$ cat config.mk
export PLATFORM = sky130hd
export DESIGN_NAME = bcd2binary
export DESIGN_NICKNAME = d
export VERILOG_FILES = /design/src/rtl/bcd2binary.sv
export SDC_FILE = /design/constraint.sdc
export NUM_CORES = 1
export LEC_CHECK = 0
export ABC_AREA = 1
export CELL_PAD_IN_SITES_DETAIL_PLACEMENT = 0
export CELL_PAD_IN_SITES_GLOBAL_PLACEMENT = 1
export CORE_ASPECT_RATIO = 0.7
export CORE_MARGIN = 2
export CORE_UTILIZATION = 36
export CTS_CLUSTER_SIZE = 25
export DETAILED_ROUTE_END_ITERATION = 16
export PLACE_DENSITY_LB_ADDON = 0.1
export SYNTH_ARGS = -nofsm -noshare
export SYNTH_HDL_FRONTEND = slang
export SYNTH_SLANG_ARGS = --single-unit
$ cat constraint.sdc
create_clock -name clk -period 1.18 [get_ports clk]
set_input_delay 0.354 -clock clk [delete_from_list [all_inputs] [get_ports clk]]
set_output_delay 0.354 -clock clk [all_outputs]
set_load 0.02 [all_outputs]
$ cat src/rtl/bcd2binary.sv
// Sequential packed-BCD to binary converter (reverse double-dabble).
// One shift/correct step per clock, BIN_W steps per conversion, start/hold handshake.
module bcd2binary #(
    parameter int unsigned DIGITS = 3,
    parameter int unsigned BIN_W  = 10
) (
    input  logic                  clk,
    input  logic                  rst_n,
    input  logic                  en,
    input  logic [4*DIGITS-1:0]   a,
    output logic [BIN_W-1:0]      b,
    output logic                  busy,
    output logic                  done,
    output logic                  err
);

    localparam int unsigned BCD_W = 4 * DIGITS;
    localparam int unsigned WORK_W = BCD_W + BIN_W;
    localparam int unsigned CNT_W = $clog2(BIN_W + 1);
    localparam logic [CNT_W-1:0] LAST_CNT = CNT_W'(BIN_W - 1);

    typedef enum logic {
        IDLE  = 1'b0,
        SHIFT = 1'b1
    } state_t;

    state_t             state_q, state_d;
    logic [BCD_W-1:0]   bcd_q, bcd_d;
    logic [BIN_W-1:0]   bin_q, bin_d;
    logic [CNT_W-1:0]   cnt_q, cnt_d;
    logic [BIN_W-1:0]   b_q, b_d;
    logic               busy_q, busy_d;
    logic               done_q, done_d;
    logic               err_q, err_d;

    logic               a_invalid;
    logic [WORK_W-1:0]  work_sh;
    logic [BCD_W-1:0]   bcd_fix;

    always_comb begin
        a_invalid = 1'b0;
        for (int unsigned i = 0; i < DIGITS; i++) begin
            if (a[4*i +: 4] > 4'd9) begin
                a_invalid = 1'b1;
            end
        end
    end

    // Shift first, then correct each digit of the shifted BCD field on its own.
    always_comb begin
        work_sh = {bcd_q, bin_q} >> 1;
        bcd_fix = work_sh[WORK_W-1 -: BCD_W];
        for (int unsigned i = 0; i < DIGITS; i++) begin
            if (bcd_fix[4*i +: 4] >= 4'd8) begin
                bcd_fix[4*i +: 4] = bcd_fix[4*i +: 4] - 4'd3;
            end
        end
    end

    always_comb begin
        state_d = state_q;
        bcd_d   = bcd_q;
        bin_d   = bin_q;
        cnt_d   = cnt_q;
        b_d     = b_q;
        busy_d  = busy_q;
        done_d  = 1'b0;
        err_d   = err_q;
        unique case (state_q)
            IDLE: begin
                if (en) begin
                    bcd_d = a;
                    bin_d = '0;
                    cnt_d = '0;
                    if (a_invalid) begin
                        err_d  = 1'b1;
                        done_d = 1'b1;
                    end else begin
                        err_d   = 1'b0;
                        busy_d  = 1'b1;
                        state_d = SHIFT;
                    end
                end
            end
            SHIFT: begin
                bcd_d = bcd_fix;
                bin_d = work_sh[BIN_W-1:0];
                cnt_d = cnt_q + 1'b1;
                if (cnt_q == LAST_CNT) begin
                    b_d     = work_sh[BIN_W-1:0];
                    done_d  = 1'b1;
                    busy_d  = 1'b0;
                    state_d = IDLE;
                end
            end
            default: state_d = IDLE;
        endcase
    end

    always_ff @(posedge clk or negedge rst_n) begin
        if (!rst_n) begin
            state_q <= IDLE;
            bcd_q   <= '0;
            bin_q   <= '0;
            cnt_q   <= '0;
            b_q     <= '0;
            busy_q  <= 1'b0;
            done_q  <= 1'b0;
            err_q   <= 1'b0;
        end else begin
            state_q <= state_d;
            bcd_q   <= bcd_d;
            bin_q   <= bin_d;
            cnt_q   <= cnt_d;
            b_q     <= b_d;
            busy_q  <= busy_d;
            done_q  <= done_d;
            err_q   <= err_d;
        end
    end

    assign b    = b_q;
    assign busy = busy_q;
    assign done = done_q;
    assign err  = err_q;

endmodule

==> results list <==
- Status: complete, but fails checks
- Violated checks: negative setup slack
* Non-filler cells in the finished layout: 321
- Max-slew violation count: 0
- Final setup violation count: 15
* Insertion delay to the later sink of the worst-skew pair: 280 ps
- The floorplan step set the die width to 88.8 um.
- The synthesized design spends more area on one cell type than any other, namely sky130_fd_sc_hd__dfrtp_1.
- Global routing met2 resource utilization: 0.221
- Setup repair after global routing missed its margin: yes
* Share of post-route cells with drive strength above 1: 0.373
- Layer carrying the most global-route usage: met1
- Counting flops and latches in the post-synthesis netlist gives 39.
- The floorplan has 21 rows.
- Pin count of the biggest net entering global routing: 40
- Post-Route Utilization: 0.548
- Antenna viol nets, final: 0
- Summed over all layers, the routed wires come to 4.24 mm.
- In the global route stage, met1 resource usage came out at 0.230.
- Based on the critical path, the design can be clocked at up to 759 MHz.
- During placement, the flow inserted port buffers numbering 27.
* DRC violation total after the first TritonRoute iteration: 49
- Worst path most repeated cell: sky130_fd_sc_hd__inv_2
- All-layer global routing usage: 0.155
* Average size of a mapped cell: 9.54 um^2
* Grt total ovfl: 0
- In this run, CTS created clock tree buffers numbering 5.
- For this run, global-route usage on met3 was measured as 0.0406.
* Remaining design rule violation count: 0
- In this run the critical register-to-register path is captured at b[4].
* Iteration count of the initial detailed-routing pass: 4
- CP Data Required Time: 1360 ps
* Vias: 1509
* CTS root buf: sky130_fd_sc_hd__clkbuf_8
- Relative max-transition margin: 0.809
* Crit. End Element: register
- Buffers plus inverters on the worst setup path: 3
- Between clock sinks in the finished design, the worst skew comes to 7.47 ps.
- Crit path DAT: 1500 ps
* Number of antenna violations at the first check in global routing: 0
* Synth top area share: 0.539
- Synth warnings: 0
* Largest stage delay on the critical path: 400 ps
- Post-synthesis cell type count: 23
- The worst register-to-register path begins at cnt_q[1].
* DR vias/cell: 4.70
* Register-to-Register Path Depth: 8
* Max-capacitance violation count: 0
* Antenna Cells: 0
- Broken down by cell family, the worst path's largest delay share belongs to flip-flops.
- The analysis attributes to cell leakage a power of 1.25 nW.
- Wire length of the first global-routing pass: 6.62 mm
- Once detailed placement completed, the half-perimeter wirelength came to 2.79 mm.
* Actual transition at the worst max-transition pin: 286 ps
- The tightest min-delay check is of the input pin to async pin type.
* Hold buffer count at cts: 0
- The total area inside the core boundary comes to 0.00481 mm^2.
* Worst path cell trace: inv_2 -> ha_4 -> inv_2 -> nor2_4 -> nand3_4 -> clkbuf_16 -> nand2_2 -> o21ai_2
* Post-route worst setup slack: -137 ps
- Average routed wire per standard cell: 13.2 um
* TritonCTS clock tree: done
- Relative to the synthesized area, the layout overhead comes to 45.5%.
- Leading cell types by total area after synthesis: sky130_fd_sc_hd__dfrtp_1 (54%), sky130_fd_sc_hd__nand2_1 (10%), sky130_fd_sc_hd__o21ai_2 (4.8%)
- The share of the Yosys chip area taken by registers is 0.539.
* Max clock buf depth: 2
- The most used flip-flop cell after synthesis is sky130_fd_sc_hd__dfrtp_1.
* Critical path peak fanout: 5
* Routability-driven placement congestion ratio: 0.775
* Mapped cell area: 0.00181 mm^2
* Cell with the most instances after synthesis: sky130_fd_sc_hd__nand2_1
* Clock transition time at the flip-flop clock pins of the worst setup and hold paths: 80 ps
* Layout fillers: 448
- Instance count of the mapped netlist: 190
* Category of the worst setup path launch point: register
- Via count of the first global-routing pass: 1423
- Mapped Nets: 211
- Measured along the y axis, the die boundary spans 63.4 um.
- IR drop worst, VDD: 0.000989 V
- The smallest clock period supported by the final layout is computed as 1320 ps.
* Net count reported at finish: 273
* Final Hold Violating Endpoints: 0
* Number of cells after detailed placement: 298
- Number of enable flip-flop cells after synthesis: 0
- By startpoint and endpoint, the worst setup path is classified as register to register.
- In the synthesized netlist, the cells that appear most often are sky130_fd_sc_hd__nand2_1 (50), sky130_fd_sc_hd__dfrtp_1 (39), sky130_fd_sc_hd__inv_1 (21).
- Number of placed I/O pins: 28
- Hold Slack: 28.9 ps
- CTS saw 39 sinks.
- Of all flip-flops after synthesis, the portion carrying an async set or reset was 1.00.
- The H-tree generated during clock tree synthesis spans 2 levels.
* Power density relative to cell area: 2400 mW/mm^2
- Final clock period utilization by the worst path: 1.12
- The initial utilization of the core area, before any placement, comes to 0.377.
- On the critical path, the stage with the largest delay is an instance of sky130_fd_sc_hd__dfrtp_1.
- Slack of the worst reg-to-reg path: -140 ps
* Die outline area: 0.00563 mm^2
## worst reg2reg max path, delay by kind of cell, from the launching register on
family                   cells  cell delay (ps)
buffers and inverters        3              320
AND/OR/NAND/NOR              3              330
AO/OA/AOI/OAI                1               50
flip-flops                   1              400
adder cells (fa/ha/maj)      1              120
## where the power goes
group          switching [W]  total, W  internal [W]
registers           0.000392   0.00228       0.00189
clock network       0.000447  0.000906      0.000459
logic                0.00160   0.00314       0.00154
## timing repair
action,4_1_cts,5_1_grt
endpoints found under the setup margin,25,37
resized for setup,76,39
buffers inserted,1,13
pin swaps,0,5
gates cloned,0,2
## worst max path at each step
stage	from	end	slack [ps]	depth (start not counted)
detailed placement	en	busy	-370	5
floorplan	cnt_q[1]	b[3]	-7	8
global route	cnt_q[1]	b[4]	-170	8
global placement	en	busy	-370	5
CTS	cnt_q[1]	b[8]	-80	8
finish	cnt_q[1]	b[4]	-140	8
## logic make-up (layout without fill, tap and decap cells)
| group | count (synthesis) | count (layout) | synth area share |
|---|---|---|---|
| AND/OR/NAND/NOR | 72 | 72 | 0.175 |
| flip-flops | 39 | 39 | 0.539 |
| AO/OA/AOI/OAI | 41 | 41 | 0.152 |
| adder cells (fa/ha/maj) | 6 | 6 | 0.0414 |
| buffers and inverters | 32 | 94 | 0.0932 |
## cells in the final DEF, fill, tap and decap left out, drive strengths merged, types with 6 or more instances in the layout
cell type / Yosys / layout
buf: 8 / 48
clkbuf: 0 / 8
clkdlybuf4s50: 0 / 12
dfrtp: 39 / 39
ha: 6 / 6
inv: 24 / 23
nand2: 51 / 51
nand3: 15 / 15
o21ai: 24 / 24
o22ai: 9 / 9
## state kept, by name (all words and copies together), names as in the netlist
| register | cells |
|---|---|
| bcd_q | 12 |
| b | 10 |
| cnt_q | 4 |
| done | 1 |
| err | 1 |
| bin_q | 9 |
| busy | 1 |
| state_q | 1 |
## layout make-up
cell class,count,area [um^2],share of cell area
clock buffer,6,82.6,0.0313
timing repair buffer,63,631,0.239
tap,69,86.3,0.0327
clock inverter,1,5.00,0.00190
inverter,24,115,0.0437
sequential,39,976,0.370
multi-input combinational,119,741,0.281
## through the flow
step	cell area, um^2	setup slack (ps)	power [W]	setup TNS [ps]
after floorplan	1820	-6.57	0.00379	-57.1
after global placement	2260	-365	0.00473	-8770
after detailed placement	2260	-366	0.00481	-9550
after CTS	2360	-77.2	0.00577	-812
after global routing	2640	-168	0.00682	-2390
final	2640	-137	0.00633	-1510
## per-layer routing
metal	vias up	part of all wire
met1	734	0.52
met3	2	0.034
li1	745	-
met2	28	0.44
met5	-	0
met4	0	0.0042
(Power assumes the default switching activity.)
